### config.mk
export PLATFORM = sky130hd
export DESIGN_NAME = display_multiplexado
export DESIGN_NICKNAME = d
export VERILOG_FILES = /design/src/rtl/display_multiplexado_pkg.sv /design/src/rtl/display_multiplexado_decodificador_7seg.sv /design/src/rtl/display_multiplexado.sv
export SDC_FILE = /design/constraint.sdc
export NUM_CORES = 1
export LEC_CHECK = 0
export CAP_MARGIN = 5
export CELL_PAD_IN_SITES_DETAIL_PLACEMENT = 1
export CELL_PAD_IN_SITES_GLOBAL_PLACEMENT = 1
export CORE_AREA = 5 5 103 105
export DETAILED_ROUTE_END_ITERATION = 6
export DIE_AREA = 0 0 108 110
export GPL_ROUTABILITY_DRIVEN = 0
export GPL_TIMING_DRIVEN = 0
export PLACE_DENSITY_LB_ADDON = 0.1
export RECOVER_POWER = 25
export SLEW_MARGIN = 20
export SYNTH_ARGS = -nofsm -noshare
export SYNTH_HDL_FRONTEND = slang
export SYNTH_SLANG_ARGS = --single-unit
### constraint.sdc
create_clock -name clock -period 1.88 [get_ports clock]
set_input_delay 0.376 -clock clock [delete_from_list [all_inputs] [get_ports clock]]
set_output_delay 0.376 -clock clock [all_outputs]
set_load 0.02 [all_outputs]
### src/rtl/display_multiplexado_pkg.sv
// Shared constants for the multiplexed 7-segment display: active-high segment
// patterns, scan positions and the one-hot anode table.
package display_multiplexado_pkg;

    localparam logic [6:0] SEG_0       = 7'h3F;
    localparam logic [6:0] SEG_1       = 7'h06;
    localparam logic [6:0] SEG_2       = 7'h5B;
    localparam logic [6:0] SEG_3       = 7'h4F;
    localparam logic [6:0] SEG_4       = 7'h66;
    localparam logic [6:0] SEG_5       = 7'h6D;
    localparam logic [6:0] SEG_6       = 7'h7D;
    localparam logic [6:0] SEG_7       = 7'h07;
    localparam logic [6:0] SEG_8       = 7'h7F;
    localparam logic [6:0] SEG_9       = 7'h6F;
    localparam logic [6:0] SEG_E       = 7'h79;
    localparam logic [6:0] SEG_MENOS   = 7'h40;
    localparam logic [6:0] SEG_APAGADO = 7'h00;

    typedef enum logic [2:0] {
        POS_UNID  = 3'd0,
        POS_DEZ   = 3'd1,
        POS_CENT  = 3'd2,
        POS_MILH  = 3'd3,
        POS_SINAL = 3'd4
    } posicao_t;

    function automatic logic [4:0] anodo_onehot(input posicao_t pos);
        logic [4:0] sel;
        case (pos)
            POS_UNID:  sel = 5'b00001;
            POS_DEZ:   sel = 5'b00010;
            POS_CENT:  sel = 5'b00100;
            POS_MILH:  sel = 5'b01000;
            POS_SINAL: sel = 5'b10000;
            default:   sel = 5'b00000;
        endcase
        return sel;
    endfunction

    function automatic posicao_t proxima_posicao(input posicao_t pos);
        posicao_t prox;
        case (pos)
            POS_UNID:  prox = POS_DEZ;
            POS_DEZ:   prox = POS_CENT;
            POS_CENT:  prox = POS_MILH;
            POS_MILH:  prox = POS_SINAL;
            POS_SINAL: prox = POS_UNID;
            default:   prox = POS_UNID;
        endcase
        return prox;
    endfunction

endpackage

### src/rtl/display_multiplexado_decodificador_7seg.sv
// BCD nibble to active-high {g,f,e,d,c,b,a} pattern; non-BCD values show 'E'.
module decodificador_7seg
    import display_multiplexado_pkg::*;
(
    input  logic [3:0] bcd,
    output logic [6:0] padrao
);

    // Pure lookup, polarity is handled by the caller
    always_comb begin
        padrao = SEG_E;
        case (bcd)
            4'd0:    padrao = SEG_0;
            4'd1:    padrao = SEG_1;
            4'd2:    padrao = SEG_2;
            4'd3:    padrao = SEG_3;
            4'd4:    padrao = SEG_4;
            4'd5:    padrao = SEG_5;
            4'd6:    padrao = SEG_6;
            4'd7:    padrao = SEG_7;
            4'd8:    padrao = SEG_8;
            4'd9:    padrao = SEG_9;
            default: padrao = SEG_E;
        endcase
    end

endmodule

### src/rtl/display_multiplexado.sv
// Sign + 4-digit multiplexed 7-segment driver with leading-zero blanking and
// registered, polarity-selectable outputs.
module display_multiplexado
    import display_multiplexado_pkg::*;
#(
    parameter int DIVISOR       = 50000,
    parameter bit ATIVO_BAIXO   = 1'b1,
    parameter bit SUPRIME_ZEROS = 1'b1
) (
    input  logic       clock,
    input  logic       reset,
    input  logic       atualizar,
    input  logic       sinal,
    input  logic [3:0] milhar,
    input  logic [3:0] centena,
    input  logic [3:0] dezena,
    input  logic [3:0] unidade,
    output logic [6:0] segmentos,
    output logic [4:0] anodos,
    output logic       varredura_fim
);

    localparam int             PW            = (DIVISOR > 1) ? $clog2(DIVISOR) : 1;
    localparam logic [PW-1:0]  PRESC_MAX     = PW'(DIVISOR - 1);
    localparam logic [6:0]     SEG_INATIVO   = ATIVO_BAIXO ? 7'h7F : 7'h00;
    localparam logic [4:0]     ANODO_INATIVO = ATIVO_BAIXO ? 5'h1F : 5'h00;

    logic          sinal_r;
    logic [3:0]    milhar_r;
    logic [3:0]    centena_r;
    logic [3:0]    dezena_r;
    logic [3:0]    unidade_r;
    logic [PW-1:0] prescaler_r;
    posicao_t      indice_r;
    logic          fim_pend_r;
    logic [6:0]    segmentos_r;
    logic [4:0]    anodos_r;
    logic          varredura_fim_r;

    logic          wrap_s;
    logic [3:0]    nibble_s;
    logic [6:0]    digito_s;
    logic [6:0]    padrao_s;
    logic          milhar_zero_s;
    logic          centena_zero_s;
    logic          dezena_zero_s;

    assign wrap_s         = (prescaler_r == PRESC_MAX);
    assign milhar_zero_s  = (milhar_r == 4'd0);
    assign centena_zero_s = (centena_r == 4'd0);
    assign dezena_zero_s  = (dezena_r == 4'd0);

    // Capture registers for the value being displayed
    always_ff @(posedge clock or posedge reset) begin
        if (reset) begin
            sinal_r   <= 1'b0;
            milhar_r  <= 4'd0;
            centena_r <= 4'd0;
            dezena_r  <= 4'd0;
            unidade_r <= 4'd0;
        end else if (atualizar) begin
            sinal_r   <= sinal;
            milhar_r  <= milhar;
            centena_r <= centena;
            dezena_r  <= dezena;
            unidade_r <= unidade;
        end else begin
            sinal_r   <= sinal_r;
            milhar_r  <= milhar_r;
            centena_r <= centena_r;
            dezena_r  <= dezena_r;
            unidade_r <= unidade_r;
        end
    end

    // Refresh prescaler and scan position; fim_pend_r marks a 4->0 wrap
    always_ff @(posedge clock or posedge reset) begin
        if (reset) begin
            prescaler_r <= '0;
            indice_r    <= POS_UNID;
            fim_pend_r  <= 1'b0;
        end else if (wrap_s) begin
            prescaler_r <= '0;
            indice_r    <= proxima_posicao(indice_r);
            fim_pend_r  <= (indice_r == POS_SINAL);
        end else begin
            prescaler_r <= prescaler_r + PW'(1);
            indice_r    <= indice_r;
            fim_pend_r  <= 1'b0;
        end
    end

    // Route the nibble of the current position into the single decoder
    always_comb begin
        nibble_s = 4'd0;
        case (indice_r)
            POS_UNID: nibble_s = unidade_r;
            POS_DEZ:  nibble_s = dezena_r;
            POS_CENT: nibble_s = centena_r;
            POS_MILH: nibble_s = milhar_r;
            default:  nibble_s = 4'd0;
        endcase
    end

    decodificador_7seg u_decodificador (
        .bcd    (nibble_s),
        .padrao (digito_s)
    );

    // Leading-zero blanking chains from milhar downwards; unidade is never blanked
    always_comb begin
        padrao_s = SEG_APAGADO;
        case (indice_r)
            POS_UNID: padrao_s = digito_s;
            POS_DEZ: begin
                if (SUPRIME_ZEROS && milhar_zero_s && centena_zero_s && dezena_zero_s) begin
                    padrao_s = SEG_APAGADO;
                end else begin
                    padrao_s = digito_s;
                end
            end
            POS_CENT: begin
                if (SUPRIME_ZEROS && milhar_zero_s && centena_zero_s) begin
                    padrao_s = SEG_APAGADO;
                end else begin
                    padrao_s = digito_s;
                end
            end
            POS_MILH: begin
                if (SUPRIME_ZEROS && milhar_zero_s) begin
                    padrao_s = SEG_APAGADO;
                end else begin
                    padrao_s = digito_s;
                end
            end
            POS_SINAL: begin
                if (sinal_r) begin
                    padrao_s = SEG_MENOS;
                end else begin
                    padrao_s = SEG_APAGADO;
                end
            end
            default: padrao_s = SEG_APAGADO;
        endcase
    end

    // Output registers with polarity applied
    always_ff @(posedge clock or posedge reset) begin
        if (reset) begin
            segmentos_r     <= SEG_INATIVO;
            anodos_r        <= ANODO_INATIVO;
            varredura_fim_r <= 1'b0;
        end else begin
            segmentos_r     <= ATIVO_BAIXO ? ~padrao_s : padrao_s;
            anodos_r        <= ATIVO_BAIXO ? ~anodo_onehot(indice_r) : anodo_onehot(indice_r);
            varredura_fim_r <= fim_pend_r;
        end
    end

    assign segmentos     = segmentos_r;
    assign anodos        = anodos_r;
    assign varredura_fim = varredura_fim_r;

endmodule

======== Word-level counts from Yosys, hierarchy flattened ========
Memories as Yosys holds them, arrays and structs flattened.
Cells that the tools add are included.
storage, ports and cells
  input bits .............................. 20
  output and inout port bits .............. 13
  logic and storage cells ................. 36
  memories kept ........................... 1
  register bits after elaboration ......... 50
  bits in read-only memories .............. 112
memory list
  name              words  bits a word  read ports  clocked after memory_dff  wr ports  RTL line                                       text
  (name not given)  16     7            1           0                         0         display_multiplexado_decodificador_7seg.sv:12  case (bcd)
cells by class
  bitwise operators ....................... 2
  reduce and logical (&&, ||, !) cells .... 6
  equality and inequality tests ........... 5
  add/sub/neg operators ................... 1
  mux-type cells .......................... 10
operators with widths
  kind                     count
  $pmux W7 S5              1
  $mux W7                  4
  $pmux W5 S5              1
  $add A16 B1 Y16 const B  1
  $eq A16 B16 Y1 const B   1
  $mux W16                 1
  $pmux W4 S4              1
  $logic_not A4 Y1         3
  $pmux W3 S4              1
  $not A7 Y7               1
  $eq A3 B2 Y1 const B     2
  $not A5 Y5               1
  $eq A3 B1 Y1 const B     1
  $eq A3 B3 Y1 const B     1
  $logic_not A3 Y1         1
  $logic_and A1 B1 Y1      2
  $mux W1                  1

======== Longest topological paths before layout ========
Gate-level depths: netlist of run 1.
  depth in word-level cells ............... 6
  gate-level depth with buffers ........... 7
  mapped depth without buffers ............ 6

======== Cells and area by module ========
Synthesis of run 1 repeated with hierarchy kept, for this count alone.
unflattened totals
  cells, all modules ...................... 194
  area, all modules ....................... 2318.5 um2
by module, submodules not included
  module                area each (um2)  instances  cells an instance
  display_multiplexado  2119.5           1          167
  decodificador_7seg    198.9            1          27

======== Worst setup path after synthesis of run 1 ========
Ideal clock, no wire load.
  path type ............................... reg2reg
  from .................................... register indice_r[1]
  to ...................................... register segmentos_r[4], in the netlist segmentos[4]
  slack ................................... 0.054 ns
  path buffers ............................ 0
  library setup time ...................... 0.075 ns
  period minus slack after synthesis ...... 1.826 ns
  data arrival time ....................... 1.751 ns
  required time ........................... 1.805 ns
  stages on the path, launching flop included .. 7
  cells stage by stage .................... dfrtp_1 -> mux2_1 -> a22oi_2 -> inv_1 -> ha_1 -> mux2_4 -> o211ai_2
on the way
  cells in the longest elaborated chain, start to end .. 6
RTL lines
  item                                        RTL line                                                                               text
  start, declared                             display_multiplexado.sv:34                                                             posicao_t indice_r;
  start signal, assigned                      display_multiplexado.sv:84                                                             indice_r <= proxima_posicao(indice_r);
  start signal, assigned                      display_multiplexado.sv:88                                                             indice_r <= indice_r;
  $eq A3 B2 Y1, or another cell as far along  display_multiplexado.sv:96, display_multiplexado.sv:113
  $pmux W4 S4                                 display_multiplexado.sv:96                                                             case (indice_r)
  $mem_v2 Z16 W7                              --
  $mux W7 (on tied branches)                  display_multiplexado.sv:130, display_multiplexado.sv:116, display_multiplexado.sv:123
  $pmux W7 S5 *                               display_multiplexado.sv:113                                                            case (indice_r)
  $not A7 Y7 *                                display_multiplexado.sv:154                                                            segmentos_r <= ATIVO_BAIXO ? ~padrao_s : padrao_s;
  end signal, assigned                        display_multiplexado.sv:154
  end, declared                               display_multiplexado.sv:36                                                             logic [6:0] segmentos_r;
Every way passes the cells marked *; elsewhere a longest branch is shown, timed or not.
A chain may end at the register's enable or synchronous reset.

======== Worst setup path in the final report of run 1 ========
  from .................................... register anodos_r[1], in the netlist anodos[1]
  to ...................................... output port anodos[1]
RTL lines
  item                    RTL line                     text
  start, declared         display_multiplexado.sv:37   logic [4:0] anodos_r;
  start signal, assigned  display_multiplexado.sv:155  anodos_r <= ATIVO_BAIXO ? ~anodo_onehot(indice_r) : anodo_onehot(indice_r);
  end, declared           display_multiplexado.sv:19   output logic [4:0] anodos,
No word-level cell between the ends.

==> flow_summary.toml, run 1 <==
[status]
status = "complete, no violations"

[synth]
ys_warn_count = 0
netlist_area_um2 = 2350
synth-seq-cells = 50
synth_nets = 218
yosysUniqueCellTypes = 45
syn_inst = 192
synth_edf_count = 0
async_flop_share_pct = 100
avgSynthCellArea_um2 = 12.2
ys.flop_type = "dfrtp_1"
synth_seq_area_share_pct = 53.9

[sta]
hold-worst-slack_ps = 357
rsz0062_at_grt = "yes"
relSlewSlack_pct = 58.9
fin_crit_sh_pct = 96.9
clock-skew-final_ps = 7.13
fmax_ghz = 0.549
setup_tns_ps = 0
worst_pin_slew_ps = 616
setup_slack_ps = 57.9
fin_crit_ps = 1820
hold_violations = 0
slew_violations = 0
setup-violations-final = 0

[layout]
area_growth_pct = 27.7
fillers = 1081
layout.nets = 262
stdcell_area_um2 = 3000
drive_above_1_share_pct = 27.4
layoutNonFillerInstCount = 370
multi_input_area_um2 = 1020
regArea_um2 = 1270
antennaDiodeCount = 0

[placement]
io_buffers = 31
post-place-ws_ps = -212
dp.cells = 356
place_area_um2 = 2830
dpl.hpwl_um = 3690

[floorplanning]
die_area_um2 = 11900
start_util_pct = 24.6
die_h_um = 110
rows = 36
die_w_um = 108
io_pins = 33
core_area_um2 = 9550

[routing]
routed.top_layer = "met4"
remaining_drc_errors = 0
ant_nets = 0
drt_iter0_drc = 50
wire_per_inst_um = 14.1
wl_met2_um = 2130
vias_per_cell = 4.32
wl_met1_um = 2800
vias = 1597
wl_um = 5220
met3_length_um = 225
dr.pass1.iters = 4

[min_path]
hp-class = "reg -> reg"

[global_route]
grt_usage_pct = 9.61
grt_max_degree = 51
antenna_found_initial = 0
grt_overflow = 0
grt_pass1_vias = 1691
grt_pass1_wl_um = 8900

[setup_path]
slowest_delay_ps = 600
worstSetupPathType = "reg -> out"
cp_cell_sequence = "clkdlybuf4s50_1"
start_kind = "register"
cp_data_required_time_ps = 1500
cp_max_fo = 1
crit_path_top_delay_cell = "clkdlybuf4s50_1"
endpoint_kind = "output port"
arrival_ps = 1450
worst-path-buf-inv = 1
path_delay_family = "buffers and inverters"

[pwr]
power_density_nw_per_um2 = 758
power_leakage_nw = 1.22
worst_ir_drop_vdd_v = 0.000331

[clock_network]
htreeDepth = 2
clkTransAtPathRegs_ps = 90
cts_tree = "yes"
clock_latency_ps = 300
cts_buffers = 5
cts_sinks = 50
cts-root-buf = "clkbuf_8"
clockBufferDepth = 2

[run]
drv_cap = 0
-- Yosys cell counts (2+ instances only) --
cell type | number | area (µm²)
ha_1 | 6 | 75.1
and3_1 | 4 | 25.0
dfstp_2 | 12 | 315
xor2_1 | 6 | 52.6
o22a_1 | 2 | 17.5
nor4_1 | 6 | 37.5
mux2_2 | 18 | 203
or2_2 | 2 | 12.5
clkbuf_1 | 3 | 11.3
xnor2_1 | 8 | 70.1
and2_1 | 2 | 12.5
and4_1 | 2 | 17.5
dfrtp_1 | 38 | 951
inv_1 | 7 | 26.3
nor3_1 | 2 | 10.0
nand2_1 | 7 | 26.3
buf_6 | 2 | 22.5
nor2_1 | 14 | 52.6
nand4_1 | 6 | 37.5
o21ai_1 | 4 | 20.0
o21ai_0 | 4 | 20.0
nand3_1 | 6 | 30.0
nor2b_1 | 2 | 12.5
buf_2 | 2 | 10.0
nor4bb_1 | 2 | 20.0
mux2i_1 | 6 | 60.1
-- metal layers --
layer / vias up / GRT usage [%]
li1: 767 / -
met1: 789 / 14.3
met2: 36 / 13.5
met3: 5 / 2.68
met4: 0 / 2.98
met5: - / 0
-- final timing paths --
path	startpoint	endpoint	slack [ps]	cells after the start
max reg2reg	indice_r[1]$_DFFE_PP0N_	segmentos[6]$_DFF_PP1_	100	6
min in group asynchronous	reset	unidade_r[3]$_DFFE_PP0P_	510	2
min	fim_pend_r$_DFF_PP0_	varredura_fim$_DFF_PP0_	360	0
max	anodos[1]$_DFF_PP1_	anodos[1]	60	1
min reg2reg	fim_pend_r$_DFF_PP0_	varredura_fim$_DFF_PP0_	360	0
max in group asynchronous	reset	indice_r[1]$_DFFE_PP0N_	940	2
-- cell usage in the layout (no fill, tap or decap), types with 5 or more instances in the layout --
cell,count
dfrtp_1,37
xor2_1,6
clkdlybuf4s50_1,31
inv_1,5
dfstp_2,12
xnor2_1,8
buf_4,6
nand3_1,6
clkbuf_8,5
nor2_1,14
mux2i_1,5
nand4_1,6
ha_1,5
nor4_1,6
nand2_1,7
mux2_2,18
-- worst register-to-register path: stages, from the launching register on --
cell       delay [ps]
dfrtp_2           470
mux2_4            320
a22oi_2           250
inv_2              90
buf_4             140
buf_4             130
a2111oi_4         290
-- registers in the layout, summed over array words and instances, names as in the netlist --
signal	flops
segmentos	7
centena_r	4
sinal_r	1
prescaler_r	16
dezena_r	4
varredura_fim	1
fim_pend_r	1
unidade_r	4
anodos	5
indice_r	3
milhar_r	4
-- cell families (layout without fill, tap and decap cells) --
kind of cell | count (synthesis) | after routing | share of synthesized area, %
compound gates | 18 | 18 | 6.39
xor+xnor | 14 | 14 | 5.22
fa+ha+maj | 6 | 6 | 3.19
buf+inv | 14 | 59 | 2.98
flops | 50 | 50 | 53.9
mux | 27 | 27 | 13.3
simple gates | 63 | 63 | 15.1
-- cell type report --
class | count | share of cell area, %
Buffer | 7 | 1.58
Clock buffer | 6 | 2.42
Clock inverter | 2 | 1.25
Inverter | 7 | 0.959
Multi-Input combinational cell | 128 | 34.2
Sequential cell | 50 | 42.2
Tap cell | 133 | 5.55
Timing Repair Buffer | 37 | 11.8
-- metrics by stage --
step	power (mW)	utilization, %
2_1_floorplan	1.38	-
4_1_cts	2.31	30.9
6_report	2.27	31.4
3_3_place_gp	1.51	29.6
5_1_grt	2.40	31.4
3_5_place_dp	1.52	29.6
-- repair_timing --
| action | in CTS | in global routing |
|---|---|---|
| gates resized for setup | 4 | 4 |
| setup buffers | 1 | 5 |
| setup endpoints to repair | 7 | 4 |
| pin swaps | 2 | 1 |
| hold buffers | 0 | 0 |
-- where the power goes --
part	switching, mW	internal, mW	total, mW
Combinational	0.143	0.172	0.315
Sequential	0.0361	1.15	1.18
Clock	0.376	0.398	0.774
Note: power is estimated with default switching activity, not from simulation.
==> run 2, diff against run 1 <==
CAP_MARGIN = default   (was 5)
==> results of run 2 <==
No change in the layout: final DEF, timing and power equal those of run 1.
